<file path="config.mk">
export PLATFORM = sky130hd
export DESIGN_NAME = alsu_param_estado
export DESIGN_NICKNAME = d
export VERILOG_FILES = /design/src/rtl/alsu_param_estado.sv
export SDC_FILE = /design/constraint.sdc
export NUM_CORES = 1
export LEC_CHECK = 0
export BUFFER_PORTS_ARGS = -buffer_cell sky130_fd_sc_hd__buf_2
export CAP_MARGIN = 40
export CORE_AREA = 2 2 179 181
export DETAILED_ROUTE_END_ITERATION = 8
export DIE_AREA = 0 0 181 183
export GPL_TIMING_DRIVEN = 1
export SETUP_SLACK_MARGIN = 0.2
export SYNTH_ARGS = -nofsm -noshare
export SYNTH_HDL_FRONTEND = slang
export SYNTH_SLANG_ARGS = --single-unit
</file>
<file path="constraint.sdc">
create_clock -name Reloj -period 6.5 [get_ports Reloj]
set_clock_uncertainty 0.1 [all_clocks]
set_input_delay 0.325 -clock Reloj [delete_from_list [all_inputs] [get_ports Reloj]]
set_output_delay 0.325 -clock Reloj [all_outputs]
set_load 0.01 [all_outputs]
</file>
<file path="src/rtl/alsu_param_estado.sv">
// Registered, parametrised ALSU with start/ready/valid handshake and a persistent status register.
// Optional macro ALSU_BARRIL_EN: single-cycle barrel shifts/rotates instead of one bit per cycle.
module alsu_param_estado #(
   parameter int ANCHO        = 16,
   parameter int ANCHO_CUENTA = 4
) (
   input  logic                    Reloj,
   input  logic                    Reset,
   input  logic                    Inicio,
   output logic                    Listo,
   output logic                    Valido,
   input  logic [ANCHO-1:0]        EntradaA,
   input  logic [ANCHO-1:0]        EntradaB,
   input  logic [3:0]              Selector,
   input  logic [ANCHO_CUENTA-1:0] Cuenta,
   output logic [ANCHO-1:0]        Salida,
   output logic                    Acarreo,
   output logic                    Desbordamiento,
   output logic                    Cero,
   output logic                    Negativo
);

   localparam int MSB = ANCHO - 1;
   localparam logic [ANCHO:0]        UNO_EXT  = 1;
   localparam logic [ANCHO_CUENTA-1:0] CNT_UNO = 1;

   localparam logic [3:0] OP_NOT  = 4'b0000, OP_AND  = 4'b0001, OP_XOR = 4'b0010, OP_OR  = 4'b0011;
   localparam logic [3:0] OP_DEC  = 4'b0100, OP_ADD  = 4'b0101, OP_SUB = 4'b0110, OP_INC = 4'b0111;
   localparam logic [3:0] OP_MOV  = 4'b1000, OP_RLC  = 4'b1001, OP_TEST = 4'b1010, OP_RRC = 4'b1011;
   localparam logic [3:0] OP_SL   = 4'b1100, OP_RL   = 4'b1101, OP_SR  = 4'b1110, OP_RR  = 4'b1111;

`ifdef ALSU_BARRIL_EN
   typedef enum logic [1:0] {OCIOSO, CALCULA} estado_e;
`else
   typedef enum logic [1:0] {OCIOSO, CALCULA, DESPLAZA} estado_e;
`endif

   function automatic logic es_desplaza(input logic [3:0] sel);
      return sel[3] & (sel[2] | sel[0]);
   endfunction

`ifdef ALSU_BARRIL_EN
   // Rotates over ANCHO+1 bits; each count bit contributes a constant amount modulo the width.
   function automatic logic [ANCHO:0] gira_ext(input logic [ANCHO:0] v,
                                               input logic [ANCHO_CUENTA-1:0] n, input logic izq);
      logic [ANCHO:0] r;
      r = v;
      for (int k = 0; k < ANCHO_CUENTA; k++) begin
         int s;
         s = (1 << k) % (ANCHO + 1);
         if (n[k] && s != 0)
            r = izq ? ((r << s) | (r >> (ANCHO + 1 - s))) : ((r >> s) | (r << (ANCHO + 1 - s)));
      end
      return r;
   endfunction

   function automatic logic [ANCHO-1:0] gira(input logic [ANCHO-1:0] v,
                                             input logic [ANCHO_CUENTA-1:0] n, input logic izq);
      logic [ANCHO-1:0] r;
      r = v;
      for (int k = 0; k < ANCHO_CUENTA; k++) begin
         int s;
         s = (1 << k) % ANCHO;
         if (n[k] && s != 0)
            r = izq ? ((r << s) | (r >> (ANCHO - s))) : ((r >> s) | (r << (ANCHO - s)));
      end
      return r;
   endfunction

   // Returns {carry, value}; n must be non-zero.
   function automatic logic [ANCHO:0] barril(input logic [3:0] sel, input logic [ANCHO-1:0] v,
                                             input logic c, input logic [ANCHO_CUENTA-1:0] n);
      logic [ANCHO:0]   e;
      logic [ANCHO-1:0] g;
      e = '0;
      g = '0;
      case (sel)
         OP_RLC:  e = gira_ext({c, v}, n, 1'b1);
         OP_RRC:  e = gira_ext({c, v}, n, 1'b0);
         OP_SL:   e = {1'b0, v} << n;
         OP_SR:   begin
            e = {v, 1'b0} >> n;
            e = {e[0], e[ANCHO:1]};
         end
         OP_RL:   begin
            g = gira(v, n, 1'b1);
            e = {g[0], g};
         end
         default: begin
            g = gira(v, n, 1'b0);
            e = {g[MSB], g};
         end
      endcase
      return e;
   endfunction
`else
   // One serial step; returns {carry, value}.
   function automatic logic [ANCHO:0] paso(input logic [3:0] sel, input logic [ANCHO-1:0] v,
                                           input logic c);
      logic [ANCHO:0] r;
      case (sel)
         OP_RLC:  r = {v, c};
         OP_RRC:  r = {v[0], c, v[MSB:1]};
         OP_SL:   r = {v, 1'b0};
         OP_RL:   r = {v, v[MSB]};
         OP_SR:   r = {v[0], 1'b0, v[MSB:1]};
         default: r = {v[0], v[0], v[MSB:1]};
      endcase
      return r;
   endfunction
`endif

   estado_e                 state_q, state_d;
   logic [ANCHO-1:0]        a_q, a_d, b_q, b_d, trab_q, trab_d, salida_q, salida_d;
   logic [3:0]              sel_q, sel_d;
   logic [ANCHO_CUENTA-1:0] cnt_q, cnt_d;
   logic                    trab_c_q, trab_c_d, valido_q, valido_d;
   logic                    acarreo_q, acarreo_d, desb_q, desb_d, cero_q, cero_d, neg_q, neg_d;
   logic [ANCHO:0]          suma, desp;
   logic [ANCHO-1:0]        res;
   logic                    desb_ar;

   // State register
   always_ff @(posedge Reloj or posedge Reset) begin
      if (Reset) state_q <= OCIOSO;
      else       state_q <= state_d;
   end

   // Next-state logic; Listo is high exactly in OCIOSO, so Inicio there is an acceptance.
   always_comb begin
      state_d = state_q;
      case (state_q)
`ifdef ALSU_BARRIL_EN
         OCIOSO:   if (Inicio) state_d = CALCULA;
`else
         OCIOSO:   if (Inicio) state_d = (es_desplaza(Selector) && Cuenta != '0) ? DESPLAZA : CALCULA;
         DESPLAZA: if (cnt_q == CNT_UNO) state_d = OCIOSO;
`endif
         CALCULA:  state_d = OCIOSO;
         default:  state_d = OCIOSO;
      endcase
   end

   // Outputs
   always_comb begin
      Listo = (state_q == OCIOSO);
   end

   assign Valido         = valido_q;
   assign Salida         = salida_q;
   assign Acarreo        = acarreo_q;
   assign Desbordamiento = desb_q;
   assign Cero           = cero_q;
   assign Negativo       = neg_q;

   // Arithmetic unit, ANCHO+1 bits so bit ANCHO is carry (or borrow for SUB/DEC/TEST).
   always_comb begin
      suma    = '0;
      desb_ar = 1'b0;
      case (sel_q)
         OP_DEC: begin
            suma    = {1'b0, a_q} - UNO_EXT;
            desb_ar = (a_q == {1'b1, {MSB{1'b0}}});
         end
         OP_INC: begin
            suma    = {1'b0, a_q} + UNO_EXT;
            desb_ar = (a_q == {1'b0, {MSB{1'b1}}});
         end
         OP_ADD: begin
            suma    = {1'b0, a_q} + {1'b0, b_q};
            desb_ar = (a_q[MSB] == b_q[MSB]) && (suma[MSB] != a_q[MSB]);
         end
         OP_SUB, OP_TEST: begin
            suma    = {1'b0, a_q} - {1'b0, b_q};
            desb_ar = (a_q[MSB] != b_q[MSB]) && (suma[MSB] != a_q[MSB]);
         end
         default: ;
      endcase
   end

   // Datapath next-state.
   // NOTE: every signal gets a default before the case so no path leaves it unassigned (no latches).
   always_comb begin
      a_d       = a_q;
      b_d       = b_q;
      sel_d     = sel_q;
      cnt_d     = cnt_q;
      trab_d    = trab_q;
      trab_c_d  = trab_c_q;
      salida_d  = salida_q;
      acarreo_d = acarreo_q;
      desb_d    = desb_q;
      cero_d    = cero_q;
      neg_d     = neg_q;
      valido_d  = 1'b0;
      desp      = '0;
      res       = '0;
      case (state_q)
         OCIOSO: if (Inicio) begin
            a_d      = EntradaA;
            b_d      = EntradaB;
            sel_d    = Selector;
            cnt_d    = Cuenta;
            trab_d   = EntradaA;
            trab_c_d = acarreo_q;
         end
         CALCULA: begin
            valido_d = 1'b1;
            if (es_desplaza(sel_q)) begin
`ifdef ALSU_BARRIL_EN
               desp = (cnt_q != '0) ? barril(sel_q, a_q, acarreo_q, cnt_q) : {acarreo_q, a_q};
`else
               desp = {acarreo_q, a_q};
`endif
               salida_d  = desp[MSB:0];
               acarreo_d = desp[ANCHO];
               cero_d    = ~|desp[MSB:0];
               neg_d     = desp[MSB];
            end else if (sel_q[3:2] == 2'b01 || sel_q == OP_TEST) begin
               if (sel_q != OP_TEST) salida_d = suma[MSB:0];
               acarreo_d = suma[ANCHO];
               desb_d    = desb_ar;
               cero_d    = ~|suma[MSB:0];
               neg_d     = suma[MSB];
            end else begin
               case (sel_q)
                  OP_NOT:  res = ~a_q;
                  OP_AND:  res = a_q & b_q;
                  OP_XOR:  res = a_q ^ b_q;
                  OP_OR:   res = a_q | b_q;
                  default: res = a_q;
               endcase
               salida_d = res;
               cero_d   = ~|res;
               neg_d    = res[MSB];
            end
         end
`ifndef ALSU_BARRIL_EN
         DESPLAZA: begin
            desp     = paso(sel_q, trab_q, trab_c_q);
            trab_d   = desp[MSB:0];
            trab_c_d = desp[ANCHO];
            cnt_d    = cnt_q - CNT_UNO;
            // Only the final step is committed; intermediate values stay internal.
            if (cnt_q == CNT_UNO) begin
               salida_d  = desp[MSB:0];
               acarreo_d = desp[ANCHO];
               cero_d    = ~|desp[MSB:0];
               neg_d     = desp[MSB];
               valido_d  = 1'b1;
            end
         end
`endif
         default: ;
      endcase
   end

   // NOTE: state registers use non-blocking assignment so all flops sample the same pre-edge values.
   always_ff @(posedge Reloj or posedge Reset) begin
      if (Reset) begin
         a_q       <= '0;
         b_q       <= '0;
         sel_q     <= '0;
         cnt_q     <= '0;
         trab_q    <= '0;
         trab_c_q  <= 1'b0;
         salida_q  <= '0;
         acarreo_q <= 1'b0;
         desb_q    <= 1'b0;
         cero_q    <= 1'b0;
         neg_q     <= 1'b0;
         valido_q  <= 1'b0;
      end else begin
         a_q       <= a_d;
         b_q       <= b_d;
         sel_q     <= sel_d;
         cnt_q     <= cnt_d;
         trab_q    <= trab_d;
         trab_c_q  <= trab_c_d;
         salida_q  <= salida_d;
         acarreo_q <= acarreo_d;
         desb_q    <= desb_d;
         cero_q    <= cero_d;
         neg_q     <= neg_d;
         valido_q  <= valido_d;
      end
   end

endmodule

</file>
==> out/results.ini <==
[logic_synthesis]
synth_area_sq_um=7670
synth_common_cells=nand2_1, o21ai_0, ha_1
ys_types=74
yosysWarningCount=0
synth_top_area_cell=dfrtp_1
synth.avg_cell_area_sq_um=7.78
synth_area_leaders=dfrtp_1, ha_1, o21ai_0
async_flop_share=1.00
synth.most_common_cell=nand2_1
synthDominantCellAreaShare=0.261
synth-seq-area-share=0.261
synth_seq_cells=80
synthFlopType=dfrtp_1
synth_cells=986
synth_fp_nets=1116
synth_edf_count=0

[global_route]
first_global_vias=7184
grt_max_degree=74
grt_pass1_wl_um=43100
grt.overflow.total=0
grt_most_used_layer=met2
antenna_found_initial=0
met2_usage=0.269
grtUsageTotal=0.169
use_met3=0.0270
grt_util_met1=0.230

[worst_setup_path]
critPathKind=reg2reg
worstPathMaxFanout=25
end_kind=register
crit_arrival_ns=4.41
critPathLaunchType=register
required_ns=6.68

[min_path]
worstHoldPathType=in2reg

[route]
drt-total-wl_um=27800
remaining_drc_errors=0
wl_per_cell_um=19.5
drt_iter0_drc=633
avgViaCountPerCell=5.22
vias=7437
drt-pass1-iter-count=5
ant_nets=0

[sta]
tightest_slew_ns=0.873
max_slew_margin=0.418
timing.setup.tns_ns=0
worst_slack_ns=2.27
hold_violations=0
fmax_ghz=0.237
fin_crit_ns=4.23
setup_viol=0
drv_slew=0
post-route-period-util=0.650
rsz0062_at_grt=false

[place]
post-place-ws_ns=2.34
place_area_sq_um=8390
io_buffer_count=64
dpl.hpwl_um=21500
globalplace.congestion=0.911

[die]
initial_core_util=0.246
dieArea_sq_um=33100
core_area_sq_um=31200
die_h_um=183
io_pins=65
die_w_um=181
row_count=65

[cells_and_area]
n_antenna_cell=0
design_area_sq_um=8690
syn_to_final_growth_pct=13.3
drive_gt1_frac=0.125
nFillCells=3412
fin_nets=1151

[job]
cap_violations=0

[cts]
clk_pin_slew_worst_paths_ns=0.07
cts_tree=done
clk_path_buf_depth=2
cts_sinks=80
cts_max_level=3
root_buffer=clkbuf_16
cts_setup_buffers=0
numCtsBuffers=9
clkLatencyLatePin_ns=0.37
cts-hold-fix-buffers=1
cts_resized=0

[status]
outcome=complete, no violations

routing by layer:
layer | share of wire | wire length, um
met1 | 0.47 | 13100
met2 | 0.44 | 12300
met3 | 0.052 | 1460
met4 | 0.034 | 938
met5 | 0 | 0
cell usage in the layout (no fill, tap or decap), types with 4 or more instances in the layout:
master	n
nand2_1	140
o21ai_0	127
ha_1	83
dfrtp_1	80
inv_1	70
buf_2	64
a21oi_1	57
nor2_1	54
nand3_1	31
a21o_1	20
nor3_1	20
o31ai_1	17
o22ai_1	17
a211oi_1	13
buf_4	12
a221oi_1	11
a31oi_1	10
o21a_1	10
xnor2_1	10
nor4_1	10
or3_1	9
clkbuf_16	9
nor2b_1	8
mux2i_1	8
nand4_1	8
mux4_2	7
o211ai_1	7
xor2_1	6
mux2_2	5
and3_1	5
or2_2	5
nand2b_1	5
o21bai_1	5
o221a_2	5
o221ai_1	4
registers in the layout (all words and copies together), names as in the netlist, 2 cells and up:
signal   cells
Salida      16
a_q         16
b_q         16
cnt_q        4
sel_q        4
state_q      2
trab_q      16
critical path, stage by stage, from the launching register on:
cell,delay [ns]
dfrtp_1,0.59
nor2b_1,0.36
nand3_1,0.11
buf_4,0.27
ha_1,0.33
a21oi_1,0.32
o21bai_1,0.13
xnor2_1,0.20
o22ai_1,0.13
nor4_1,0.38
o211ai_1,0.13
or4_1,0.42
or4_1,0.43
o31ai_2,0.21
path summary, 6_finish.rpt:
path	from	cells after the start	slack (ns)	endpoint
worst min register to register	Salida[3]	2	0.37	Salida[3]
max in group asynchronous	Reset	4	4.71	a_q[15]
worst max register to register	sel_q[2]	13	2.27	Cero
worst min-delay path	EntradaB[8]	3	0.06	b_q[8]
worst max-delay path	sel_q[2]	13	2.27	Cero
min in group asynchronous	Reset	3	0.47	a_q[6]
kinds of logic (layout without fill, tap and decap cells):
family                   after synthesis  count (layout)  share of synthesized area
AO/OA/AOI/OAI                        343             343                      0.285
multiplexers                          20              20                     0.0383
AND/OR/NAND/NOR                      313             313                      0.188
XOR/XNOR                              17              17                     0.0204
buffers and inverters                126             164                     0.0631
adder cells (fa/ha/maj)               87              87                      0.145
flip-flops                            80              80                      0.261
through the flow:
stage                     hold WS, ns  std cells  utilization
after floorplan                 0.342        986            -
after global placement          0.333       1409        0.268
after CTS                      0.0477       1426        0.278
after detailed placement        0.336       1411        0.269
final                          0.0570       1426        0.278
after global routing           0.0600       1426        0.278
area by class of cell:
cell class	instances	area [sq um]	area share
multi-input cells	780	5200	0.598
clock buffers	11	253	0.0291
clock inverters	3	42.5	0.00489
well taps	402	503	0.0579
repair buffers	78	424	0.0488
inverters	72	272	0.0312
flip-flops and latches	80	2000	0.230
Power is left out: the tool's default activity adds up to more than one toggle a clock period on the data nets, which glitch-free logic cannot reach.
